File: config.mk
export PLATFORM = sky130hd
export DESIGN_NAME = square_seq
export DESIGN_NICKNAME = d
export VERILOG_FILES = /design/src/rtl/square_seq.sv
export SDC_FILE = /design/constraint.sdc
export NUM_CORES = 1
export LEC_CHECK = 0
export BUFFER_PORTS_ARGS = -buffer_cell sky130_fd_sc_hd__buf_4
export CORE_ASPECT_RATIO = 0.8
export CORE_MARGIN = 1
export CORE_UTILIZATION = 54
export DETAILED_ROUTE_END_ITERATION = 6
export PLACE_DENSITY_LB_ADDON = 0.1
export SYNTH_ARGS = -nofsm -noshare
export SYNTH_HDL_FRONTEND = slang
export SYNTH_SLANG_ARGS = --single-unit
File: constraint.sdc
create_clock -name clk -period 4.1 [get_ports clk]
set_clock_uncertainty 0.1 [all_clocks]
set_input_delay 0.41 -clock clk [delete_from_list [all_inputs] [get_ports clk]]
set_output_delay 0.41 -clock clk [all_outputs]
set_load 0.005 [all_outputs]
File: src/rtl/square_seq.sv
// Sequential shift-and-add squarer: one multiplier bit per clock, WIDTH cycles per result.
// Define SQUARE_SEQ_SAT_EN to saturate the result to OUT_WIDTH bits and expose the ovf flag.
module square_seq #(
  parameter int WIDTH     = 8,
  parameter int OUT_WIDTH = 2 * WIDTH
) (
  input  logic                 clk,
  input  logic                 rst,
  input  logic [WIDTH-1:0]     in,
  input  logic                 in_valid,
  output logic                 in_ready,
  output logic [OUT_WIDTH-1:0] out,
  output logic                 out_valid,
  input  logic                 out_ready,
`ifdef SQUARE_SEQ_SAT_EN
  output logic                 ovf,
`endif
  output logic [1:0]           dbg_state
);

  localparam int CW = $clog2(WIDTH + 1);
  localparam int AW = 2 * WIDTH;

  typedef enum logic [1:0] {
    IDLE = 2'd0,
    BUSY = 2'd1,
    DONE = 2'd2
  } state_t;

  // Handshake: a transfer happens on a rising edge where valid and ready are both high;
  // in_ready is high only in IDLE, out_valid only in DONE, and out holds until taken.
  state_t          state, state_nxt;
  logic [WIDTH-1:0] mag, mag_sh;
  logic [AW-1:0]    acc, acc_nxt, partial;
  logic [CW-1:0]    cnt;
  logic             last;
  logic [OUT_WIDTH-1:0] res;
`ifdef SQUARE_SEQ_SAT_EN
  logic             res_ovf;
`endif

  assign in_ready  = (state == IDLE);
  assign out_valid = (state == DONE);
  assign dbg_state = state;

  always_comb begin
    mag_sh  = mag >> cnt;
    partial = {{WIDTH{1'b0}}, mag} << cnt;
    acc_nxt = mag_sh[0] ? (acc + partial) : acc;
    last    = (cnt == CW'(WIDTH - 1));
  end

  // Result is taken from acc_nxt so it can be registered on the final BUSY edge.
`ifdef SQUARE_SEQ_SAT_EN
  always_comb begin
    res_ovf = ((acc_nxt >> OUT_WIDTH) != '0);
    res     = res_ovf ? {OUT_WIDTH{1'b1}} : acc_nxt[OUT_WIDTH-1:0];
  end
`else
  always_comb begin
    res = acc_nxt[OUT_WIDTH-1:0];
  end
`endif

  always_comb begin
    state_nxt = state;
    case (state)
      IDLE:    if (in_valid) state_nxt = BUSY;
      BUSY:    if (last) state_nxt = DONE;
      DONE:    if (out_ready) state_nxt = IDLE;
      default: state_nxt = IDLE;
    endcase
  end

  always_ff @(posedge clk or posedge rst) begin
    if (rst) begin
      state <= IDLE;
      mag   <= '0;
      acc   <= '0;
      cnt   <= '0;
      out   <= '0;
`ifdef SQUARE_SEQ_SAT_EN
      ovf   <= 1'b0;
`endif
    end else begin
      state <= state_nxt;
      case (state)
        IDLE: begin
          if (in_valid) begin
            // Negating the most negative value wraps to 2^(WIDTH-1), which is the correct magnitude.
            mag <= in[WIDTH-1] ? ((~in) + WIDTH'(1)) : in;
            acc <= '0;
            cnt <= '0;
          end
        end
        BUSY: begin
          acc <= acc_nxt;
          cnt <= cnt + CW'(1);
          if (last) begin
            out <= res;
`ifdef SQUARE_SEQ_SAT_EN
            ovf <= res_ovf;
`endif
          end
        end
        default: ;
      endcase
    end
  end

endmodule

[After elaboration in Yosys (flattened, before gate mapping)]
Cells that the tools add are included.
Storage, ports and cells
  flip-flop bits (word level): 46
  output and inout bits: 20
Operators by class
  add/sub/neg operators: 3
  eq/ne operators: 6
  shift operators: 2
  muxes and demuxes: 10
  bitwise operators: 1
  reductions and logical operators: 6
Operators with widths (count)
  16-bit 2-to-1 mux: 2
  16-bit case mux with 2 select lines: 1
  16-bit adder: 1
  8-bit by 4-bit << shifter with 16-bit output: 1
  8-bit by 1-bit adder with 8-bit output (second input constant): 1
  8-bit 2-to-1 mux: 1
  8-bit NOT: 1
  4-bit case mux with 2 select lines: 1
  8-bit by 4-bit right shift with 1-bit output: 1
  2-bit 2-to-1 mux: 3
  2-bit case mux with 3 select lines: 1
  2-bit AND reduction: 3
  4-bit by 1-bit adder with 4-bit output (second input constant): 1
  4-bit by 3-bit equality test with 1-bit output (second input constant): 1
  4-bit 2-to-1 mux: 1
  2-bit != test (second input constant): 2
  3-bit AND reduction: 1
  2-bit by 1-bit equality test with 1-bit output (second input constant): 1
  2-bit equality test (second input constant): 1
  2-bit zero test: 1
  2-bit by 1-bit != test with 1-bit output (second input constant): 1
  2-bit nonzero test: 1

[Logic depth before layout (Yosys ltp)]
  depth after elaboration: 4
  depth in mapped cells: 15
  depth with buffers taken out: 14

[Worst setup path after synthesis]
OpenSTA, ideal clock, no wires.
  path type: reg2reg
  from: register cnt[0]
  to: register out[13]
  library setup time: 0.118 ns
  arrival: 3.168 ns
  data required time: 3.882 ns
  slack: 0.714 ns
  cell stages (with the launch flop): 15
  path buffers: 2
  period minus slack after synthesis: 3.386 ns
  path through: dfrtp_1 buf_4 buf_1 mux2_2 nor2_1 a21oi_1 a22oi_1 o22ai_1 ha_1 nand2_1 or4_1 a31oi_1 xnor2_1 a21oi_1 a21o_1
Between the ends
  cells in the longest elaborated chain, start to end: 3
  elaborated cells between the ends (all ways): 6
  those cells by class: add/sub: 1; eq/ne: 1; shift: 2; mux: 1; reduce/logical: 1
RTL lines
  start: declaration: line 35  | logic [CW-1:0] cnt;
  start signal: assignment: line 98  | cnt <= cnt + CW'(1);
  8-bit by 4-bit << shifter with 16-bit output: line 48  | partial = {{WIDTH{1'b0}}, mag} << cnt;
  16-bit adder: line 49  | acc_nxt = mag_sh[0] ? (acc + partial) : acc;
  16-bit 2-to-1 mux: line 49
  end signal: assignment: line 100  | out <= res;
  end: declaration: line 12  | output logic [OUT_WIDTH-1:0] out,
Parallel ways exist; a longest one is shown, timed or not.
A chain may end at the register's enable or synchronous reset.

[Worst setup path in the final report]
Same ends and word-level chain as after synthesis.

==> results by group <==
Status
  – Outcome: complete, no violations

Hold path
  – HP Class: in2reg

STA
  – Final min period: approximately 3500 ps
  – Period utilisation layout: 84.98%
  – Slew headroom: 29.61%
  – Final WS setup: about 600 ps
  – Final setup fails: 0
  – Final Max Slew Viols: 0
  – Total negative slack: 0 ps
  – Final-report hold violation count: 0
  – Worst-Margin Slew: 1053 ps
  – RSZ-0062 raised after global routing: no
  – FMAX: about 290 MHz

Logic synthesis
  – Syn_nets: 419
  – Synthesized area: 3261 sq um
  – Post-Syn Instances: 389
  – Post-synth EDFFs: 0
  – Synth Warn #: 0
  – Synth async-reset ratio: 100.0%
  – Multiplexer share of the synthesized area: under 10%
  – Post-Synth Adder-Cell Area: 7.137%
  – Register bit total from synthesis: 46
  – Synth Area in Compound Gates: between 20% and 30%
  – Sequential area share after synthesis: 35.30%
  – Top_reg_cell synth: dfrtp_1
  – Largest family of logic cells by synthesized area: compound AO/OA/AOI/OAI gates
  – Post-Synth XOR/XNOR Area: 5.104%
  – Post-synth cell types: 46
  – Mean post-synth cell area: 8.382 sq um
  – Simple-gate share of the synthesized area: 18.53%

Die
  – Rows: 24
  – Die Wd: 88.88 um
  – I/O pins: 32
  – Die height: 71.50 um
  – Core area: 5645 sq um
  – Initial core utilization: 57.76%
  – Die ar.: 6355 sq um

Global routing
  – First-pass GRT wire length: about 13 mm
  – Largest net degree at the start of global routing: 47
  – Met1 Usage GRT: 39.62%
  – Grt total ovfl: 0
  – All-Layer GR Usage: a little over a quarter
  – Most Crowded Layer GR: met2
  – M2 GR Usage: 39.83%
  – Initial antenna violation count: 0
  – Number of global-route vias before repair: between 2,000 and 3,000
  – Routing usage on met3: 4.608%

Clock tree
  – # H-tree levels: 2
  – CTS clk-pin slew, worst paths: 90 ps
  – CTS tree: done
  – Clk sinks: between 40 and 50
  – CTS Hold Buffers Added: 0
  – Post-CTS sizing: 0
  – Worst-skew pair later-pin latency: 300 ps
  – Cts bufs inserted: 5
  – Clk buf depth: 2
  – Root Driver: clkbuf_8
  – Post-CTS setup buffer count: 0

Final layout
  – Share of layout cells above drive strength 1: about 15%
  – Area growth, synth to finish: 11.40%
  – Leading cell type in the layout, fill and taps excluded: nand2_1
  – Reg area: 1151 sq um
  – Layout fillers: 531
  – Area of the multi-input gates: 1958 sq um
  – Core Util, Final: 64.34%
  – Post-Layout Cell Count: between 400 and 500
  – Most frequent cells in the layout: nand2_1, o21ai_0, dfrtp_1
  – ANT cells: 0
  – Final #Nets: 443

Setup path
  – Kind of critical path: reg2reg
  – Critical Path Fanout Max: 13
  – CP peak stage delay: about 610 ps
  – Critical-path top delay cell: dfrtp_1
  – Worst-path cell chain: buf_4 -> mux4_2 -> nand2_1 -> a21oi_1 -> ha_1 -> nand2_1 -> or4_1 -> a31oi_1 -> xnor2_1 -> a21oi_1 -> a21o_1
  – Startpoint types: flop
  – CP Data Arrival Time: 3580 ps
  – Crit end category: flop
  – Required time worst endpoint: 4200 ps

Power and ir drop
  – Sw Ratio: 48.48%
  – Max rail drop VDD: 0.3682 mV
  – Combinational Power Share: 65.1%
  – Share of power burned in registers: 26.0%
  – Leak: 1.723 nW
  – Power share of the clock group: under 10%
  – Switching pwr: 1.548 mW
  – P_int: between 1.5 and 2 mW
  – Pwr/cell area: 879.2 nW/um^2

Placed design
  – Placer Congestion: between 0.8 and 0.9
  – Number of buffers added on ports: 31
  – Pre-CTS setup slack: 663.3 ps
  – Hpwl dp: 5.647 mm
  – Placed Cells: 484

Drt
  – Wire per inst: 15.37 um
  – Antenna-violating nets left: 0
  – Vias: ~2,800
  – Final wirelength: 7.563 mm
  – Residual DRC: 0
  – Initial DRC Count: 207
  – DRT Pass-1 Iters: 5
  – Avg Vias per Cell: 5.772

Job
  – Max-cap violation count: 0
kinds of logic after synthesis:
logic type | Yosys count
compound gates | 112
fa+ha+maj | 18
mux | 23
flops | 46
simple gates | 136
buf+inv | 35
xor+xnor | 19
Yosys cell counts, types with 6 or more instances:
cell type  number  area [sq um]
nor2_1         22         82.58
dfrtp_1        46          1151
mux2i_1        13         130.1
o21ai_0        46         230.2
nor3_1          6         30.03
nand3_1        22         110.1
clkbuf_1       11         41.29
xnor2_1        12         105.1
mux2_2          7         78.83
nor2b_1         6         37.54
ha_1           17         212.7
xor2_1          7         61.31
nand2_1        65         244.0
inv_1          14         52.55
a21o_1          8         60.06
a21oi_1        28         140.1
registers in the layout, indices dropped and copies added, names as in the netlist:
signal and flops:
acc 16, out 16, mag 8, dbg_state 2, cnt 4
per-stage QoR:
step,power (mW),area [sq um],hold WS (ps)
floorplan,2.380,3261,373.3
global route,3.507,3632,211.9
detailed placement,2.883,3541,371.2
CTS,3.180,3632,212.9
global placement,2.849,3541,364.2
finish,3.193,3632,212.4
per-layer routing:
layer / routed length (um) / part of all wire [%]
met4: 46 / 0.61
met1: 3789 / 50
met5: 0 / 0
met2: 3243 / 43
met3: 484 / 6.4
power by group through the flow:
stage | clock (mW) | sequential [mW] | combinational, mW
5_1_grt | 0.308 | 0.861 | 2.34
3_3_place_gp | 0 | 0.830 | 2.02
4_1_cts | 0.293 | 0.830 | 2.06
3_5_place_dp | 0 | 0.838 | 2.05
2_1_floorplan | 0 | 0.755 | 1.63
6_report | 0.286 | 0.829 | 2.08
cell type report:
type                       instances  share of cell area (%)
inverter                          15                   1.550
clock buffer                       7                   2.377
timing repair buffer              37                   7.647
tap                               78                   2.687
multi-input combinational        308                   53.91
clock inverter                     1                  0.1378
sequential                        46                   31.69
path summary, 6_finish.rpt:
path / startpoint / to / slack, ps / cells after the start
min in group asynchronous: rst / dbg_state[0] / 240 / 2
max in group asynchronous: rst / acc[10] / 3070 / 2
worst min register to register: out[6] / out[6] / 390 / 2
worst max register to register: cnt[0] / out[13] / 620 / 11
worst min-delay path: out_ready / dbg_state[1] / 210 / 2
worst max-delay path: cnt[0] / out[13] / 620 / 11
critical path: cells and delay by family, from the launching register on:
family / cells / cell delay (ps)
fa+ha+maj: 1 / 430
simple gates: 3 / 740
flops: 1 / 610
buf+inv: 1 / 260
mux: 1 / 500
compound gates: 4 / 580
xor+xnor: 1 / 160
No activity file was read; power rests on OpenSTA's default activity.
